[config.mk]
export PLATFORM = sky130hd
export DESIGN_NAME = opll_write_queue
export DESIGN_NICKNAME = d
export VERILOG_FILES = /design/src/rtl/opll_write_queue.sv
export SDC_FILE = /design/constraint.sdc
export NUM_CORES = 1
export LEC_CHECK = 0
export BUFFER_PORTS_ARGS = -buffer_cell sky130_fd_sc_hd__buf_2
export CORE_ASPECT_RATIO = 1.75
export CORE_MARGIN = 2
export CORE_UTILIZATION = 55
export CTS_BUF_LIST = sky130_fd_sc_hd__clkbuf_8
export DETAILED_ROUTE_END_ITERATION = 16
export PLACE_DENSITY = 0.78
export SYNTH_ARGS = -nofsm -noshare
export SYNTH_HDL_FRONTEND = slang
export SYNTH_SLANG_ARGS = --single-unit
[constraint.sdc]
create_clock -name clk -period 3.2 [get_ports clk]
set_input_delay 0.64 -clock clk [delete_from_list [all_inputs] [get_ports clk]]
set_output_delay 0.64 -clock clk [all_outputs]
set_load 0.03 [all_outputs]
[src/rtl/opll_write_queue.sv]
// opll_write_queue: FIFO of CPU writes replayed to up to three jt2413 OPLL chips with per-register-type quiet gaps
// Ports: clk/reset (sync, active high), clk_en (FM chip clock enable),
//   wr_valid/wr_chip/wr_a0/wr_data (CPU write request), chip_en (per-chip enable mask),
//   cs_n/wr_n/addr/dout (chip bus), full/busy/overflow/level (queue status).
module opll_write_queue #(
    parameter int DEPTH    = 8,
    parameter int ADDR_GAP = 12,
    parameter int DATA_GAP = 84
) (
    input  logic                     clk,
    input  logic                     reset,
    input  logic                     clk_en,
    input  logic                     wr_valid,
    input  logic [1:0]               wr_chip,
    input  logic                     wr_a0,
    input  logic [7:0]               wr_data,
    input  logic [2:0]               chip_en,
    output logic [2:0]               cs_n,
    output logic                     wr_n,
    output logic                     addr,
    output logic [7:0]               dout,
    output logic                     full,
    output logic                     busy,
    output logic                     overflow,
    output logic [$clog2(DEPTH):0]   level
);
    localparam int AW   = $clog2(DEPTH);
    localparam int LW   = AW + 1;
    localparam int GMAX = ADDR_GAP > DATA_GAP ? ADDR_GAP : DATA_GAP;
    localparam int GW   = GMAX > 0 ? $clog2(GMAX + 1) : 1;

    typedef enum logic [1:0] {IDLE, STROBE, GAP} state_t;

    state_t        state, state_nx;
    logic [10:0]   mem [DEPTH];
    logic [AW-1:0] wp, rp;
    logic [GW-1:0] gap_cnt, gap_nx;
    logic [10:0]   head;
    logic [3:0]    en_ext;
    logic [2:0]    cs_n_nx;
    logic          wr_n_nx, addr_nx, push, pop, fire;
    logic [7:0]    dout_nx;

    assign head   = mem[rp];
    // chip 3 maps onto the constant-zero bit, so it is always discarded
    assign en_ext = {1'b0, chip_en};
    assign full   = level == LW'(DEPTH);
    assign busy   = state != IDLE || level != '0;
    assign push   = wr_valid && !full;
    assign pop    = state == IDLE && level != '0;
    assign fire   = pop && en_ext[head[10:9]];

    always_ff @(posedge clk) begin
        if (reset) begin
            state    <= IDLE;
            wp       <= '0;
            rp       <= '0;
            level    <= '0;
            gap_cnt  <= '0;
            cs_n     <= 3'b111;
            wr_n     <= 1'b1;
            addr     <= 1'b0;
            dout     <= 8'h00;
            overflow <= 1'b0;
        end else begin
            state    <= state_nx;
            gap_cnt  <= gap_nx;
            cs_n     <= cs_n_nx;
            wr_n     <= wr_n_nx;
            addr     <= addr_nx;
            dout     <= dout_nx;
            overflow <= overflow | (wr_valid & full);
            level    <= level + LW'(push) - LW'(pop);
            if (push) begin
                mem[wp] <= {wr_chip, wr_a0, wr_data};
                wp      <= wp + 1'b1;
            end
            if (pop) rp <= rp + 1'b1;
        end
    end

    always_comb begin
        state_nx = state == IDLE   ? (fire ? STROBE : IDLE) :
                   state == STROBE ? (clk_en ? GAP : STROBE) :
                                     (gap_cnt == '0 ? IDLE : GAP);
    end

    // The strobe ends on the clk_en cycle; the gap counter then runs in clk_en ticks
    always_comb begin
        cs_n_nx = state_nx != STROBE ? 3'b111 : state == IDLE ? ~(3'b001 << head[10:9]) : cs_n;
        wr_n_nx = state_nx != STROBE;
        addr_nx = fire ? head[8] : addr;
        dout_nx = fire ? head[7:0] : dout;
        gap_nx  = state == STROBE && clk_en ? (addr ? GW'(DATA_GAP) : GW'(ADDR_GAP)) :
                  state == GAP && clk_en && gap_cnt != '0 ? gap_cnt - 1'b1 : gap_cnt;
    end
endmodule
After elaboration in Yosys (flattened, before gate mapping)
Memories as Yosys holds them, arrays and structs flattened. A register that Yosys moved wholly into a read port is not among the register bits.
Index checks and enable logic that the tools add are counted.
Storage, ports and cells
  bits in registers: 33
  memory bits (writable): 88
  bits of input ports: 18
  output and inout bits: 20
  memories: 1
Cells by class
  $add $sub $neg: 5
  order comparisons: 1
  equality and inequality tests: 4
  shifts and indexed selects: 1
  muxes and demuxes: 15
  bitwise logic cells: 3
  reduce and logical (&&, ||, !) cells: 15
Memories
  mem: depth 8, bits a word 11, read ports 1, clocked after memory_dff 1, wr ports 1, line 35  | logic [10:0] mem [DEPTH];
Operators with widths (count)
  2-to-1 mux 7 bit: 3
  2-to-1 mux 2 bit: 4
  zero test 7 bit: 1
  nonzero test 7 bit: 1
  subtractor 7 x 1 -> 7 bit (second input constant): 1
  adder 3 x 1 -> 3 bit (second input constant): 2
  logical AND 1 bit: 6
  2-to-1 mux 3 bit: 2
  2-to-1 mux 1 bit: 5
  adder 4 x 1 -> 4 bit: 1
  equality test 4 bit (second input constant): 1
  nonzero test 2 bit: 2
  nonzero test 4 bit: 1
  subtractor 4 x 1 -> 4 bit: 1
  less-than comparator 2 x 3 -> 1 bit (second input constant): 1
  inverter 3 bit: 1
  left shift 1 x 2 -> 3 bit (first input constant): 1
  binary-select mux 1 bit (select 2 bit): 1
  equality test 2 x 1 -> 1 bit (second input constant): 1
  equality test 2 bit (second input constant): 1
  zero test 2 bit: 1
  inequality test 2 x 1 -> 1 bit (second input constant): 1
  OR reduction 2 bit: 1
  AND 1 bit: 1
  other kinds (3): 3

Logic depth before layout (Yosys ltp)
  word-level depth: 7
  gate-level depth with buffers: 11
  depth with buffers taken out: 10

Least setup slack after synthesis
OpenSTA, ideal clock, no wires.
  path type: flip-flop to flip-flop
  start: register level[2]
  end: memory mem[0][0] (enable)
  arrival: 2.685 ns
  data required time: 2.788 ns
  path slack: 0.103 ns
  stages on the path, launching flop included: 7
  period minus slack after synthesis: 3.097 ns
  cells stage by stage: dfxtp_1 -> inv_1 -> ha_1 -> nor3b_1 -> nand2b_1 -> clkbuf_1 -> nor4b_1
On the way
  word-level cells in the longest chain between the ends: 6
Ends and longest elaborated chain
  from (decl): line 25  | output logic [$clog2(DEPTH):0] level
  from (signal assigned): line 73  | level <= level + LW'(push) - LW'(pop);
  equality test 4 bit: line 47  | assign full = level == LW'(DEPTH);
  named net full: line 22  | output logic full,
  zero test 1 bit: line 49  | assign push = wr_valid && !full;
  logical AND 1 bit: line 49
  2-to-1 mux 1 bit: line 74  | if (push) begin
  2-to-1 mux 1 bit: line 54  | if (reset) begin
  2-to-1 mux 1 bit (implied by the code): line 75  | mem[wp] <= {wr_chip, wr_a0, wr_data};
  to (decl): line 35
The timed path passes the listed nets, and every way through them passes these cells.

==> impl_results.md <==
* Port bufs at 37
* Synth Area in Adders at 2.65%
* Via Count at 2,759
* EDFF count, synth at 88
* Outcome: finished, final reports clean
* Routed vias/inst at 5.62
* Post-Synth XOR/XNOR Area at 2.27%
* DR pass1 iterations at 4
* Final Hold Fails at 0
* Vias in the first global route at 2,722
* Worst Reg-to-Reg Cells at 5
* Crit-path max FO at 14
* Max cap viols at 0
* Avg Inst Size Synth at 16.5 um^2
* Hold Path Class: in -> reg
* Fmax at 376 MHz
* Worst EP arrival at 3.00 ns
* Min cycle time layout at between 2 and 3 ns
* CTS clk-pin slew, worst paths at approximately 0.080 ns
* Max IR drop VDD at 0.000489 V
* Pwr dens at 796 nW/um^2
* Fin. max-slew vios at 0
* Total wire length at 9280 um
* Starting Density at 55.8%
* Area contributors post-synth: edfxtp_1 (53%), dfxtp_1 (14%), mux4_2 (8.5%)
* Number of diodes at 0
* Final Setup Violations at 0
* Worst Hold End: overflow
* Starting DRC count in detailed routing at 174
* Root buffer selected by CTS: clkbuf_8
* Synth Warn # at 0
* Hold path start: wr_valid
* Fraction of layout cells with a size suffix above 1 at 29.4%
* P&R area growth vs syn at 14.4%
* Setup_tns at 0 ns
* Largest family of logic cells by synthesized area: multiplexers
* Area leader, netlist: edfxtp_1
* Syn nets at 332
* Die Ht at around 130 um
* Largest net degree at the start of global routing at 34
* Reg2reg setup slack at between 0.5 and 0.6 ns
* Startpoint types: flip-flop
* Layout Nets at 386
* Post-route setup slack at around 0.54 ns
* Core ar. at between 8000 and 9000 um^2
* Mux share of post-synthesis cell area at around 13%
* GRT overflow at 0
* RSZ-0062 raised after global routing: false
* Antenna viol nets, final at 0
* Num CTS Buffers at 17
* R2R Path End: dout[7]
* Yosys reg bits at roughly 120
* Post-synthesis simple-gate area fraction at 6.00%
* Ports at 38
* DRC at 0
* CTS Hold Bufs at 0
* Slew @ Worst Pin at 0.668 ns
* H-tree levels at 4
* Rel. slew slack at between 50 and 60%
* Critical path's largest stage delay at 0.61 ns
* Initial antenna violation count at 0
* Die area at 9920 um^2
* Unique cell type count in the Yosys netlist at 47
* Complex-gate fraction of the synthesized area at under 10%
* Post-Synthesis Cells at 304
* Die X at between 70 and 80 um
* Period utilization at 83.2%
* Synth top cells by count: edfxtp_1 (88), dfxtp_1 (36), nor2_1 (24)
* Placer Congestion at 0.771
* DR WL/cell at approximately 19 um
* Leakage at 1.98 nW
* First-pass GRT wire length at 14,300 um
* Critical Path RT at between 3 and 4 ns
* Final core utilization at 63.8%
* Hold WS at 0.465 ns
* Skew final at between 0.01 and 0.015 ns
* Global-route usage over all layers at between 20 and 25%
* CTS tree: yes
* Post CTS Setup Buffer Count at 0
* Number of gates resized after cts at 0
* Setup Crit Path Kind: reg -> reg
* Hold Path Stages at 3
* Asr flop ratio synth at 0%
* Setup WS pre-CTS at 0.593 ns
* Main flop type after synthesis: edfxtp_1
* Synth Cell Area at between 5000 and 6000 um^2
* Sequential area share after synthesis at 67.1%
* HPWL Detailed at between 6000 and 7000 um
* Clock Path Buffers at 2
* Row count at between 40 and 50
* Worst-Skew Late Latency at 0.44 ns
* Post-synth top area share at 52.8%
* Clock sink count at 124
* Slowest stage cell, crit path: mux4_1
* CP endpoint kind: flip-flop
* CP Cell Sequence: mux4_1 -> mux2i_1 -> mux2_2 -> a21o_4 -> a211oi_1
* Top-count cell post-synth: edfxtp_1
[logic make-up (layout without fill, tap and decap cells)]
group / Yosys count / count (layout)
AOI/OAI and AO/OA: 42 / 42
xor gates and xnor gates: 13 / 13
adders and majority gates: 10 / 10
buffers and inverters: 20 / 87
DFF: 124 / 124
muxes: 35 / 35
and+or+nand+nor: 60 / 60
[final cells by class]
type,count,area (um^2)
tap,120,150
fill,660,3250
timing repair buffer,48,268
multi-input combinational,160,1540
clock buffer,17,234
inverter,7,26.3
clock inverter,15,151
sequential,124,3360
[worst max path at each step]
stage / endpoint / slack, ns / startpoint
6_report: dout[7] / 0.54 / flip-flop
5_1_grt: level[3] / 0.42 / state[1]
4_1_cts: dout[7] / 0.52 / flip-flop
3_5_place_dp: dout[7] / 0.59 / flip-flop
3_3_place_gp: level[3] / 0.72 / state[1]
2_1_floorplan: mem[0][0] / 0.10 / level[2]
[worst max-delay path, delay by kind of cell, from the launching register on]
kind	cells	cell delay, ns
multiplexers	3	1.45
flip-flops	1	0.56
AO/OA/AOI/OAI	2	0.54
[per-stage QoR]
| stage | total power [mW] | std cells | cell area (um^2) |
|---|---|---|---|
| after floorplan | 3.04 | 304 | 5010 |
| after global placement | 3.27 | 459 | 5350 |
| after detailed placement | 3.30 | 459 | 5350 |
| after CTS | 4.61 | 491 | 5730 |
| after global routing | 4.81 | 491 | 5730 |
| final | 4.56 | 491 | 5730 |
[cell usage in the layout (no fill, tap or decap), types with 5 or more instances in the layout]
cell and count:
mux4_2 19, ha_1 9, dfxtp_1 36, mux2i_1 11
nor2_1 24, edfxtp_1 88, nor3_1 6, buf_2 37
xnor2_1 9, a21oi_1 7, a211oi_1 12, clkinv_4 5
clkbuf_8 17, a211oi_2 6, buf_4 11, nand2_1 9
inv_1 7
[where the power goes]
group | switching [mW] | internal, mW
registers | 0.110 | 1.87
logic | 0.736 | 0.548
clock network | 0.617 | 0.686
[per-layer routing]
| metal | track usage [%] | share of wire (%) | vias up |
|---|---|---|---|
| li1 | - | - | 1288 |
| met1 | 21.5 | 40 | 1386 |
| met2 | 37.3 | 55 | 74 |
| met3 | 6.02 | 4.3 | 11 |
| met4 | 8.66 | 1.4 | 0 |
| met5 | 0 | 0 | - |
[sequential cells by signal, indices dropped and copies added, names as in the netlist, named ones only]
signal / count
wp: 3
state: 2
addr: 1
overflow: 1
level: 4
dout: 8
mem: 88
cs_n: 3
gap_cnt: 7
wr_n: 1
rp: 3
(Power assumes the default switching activity.)
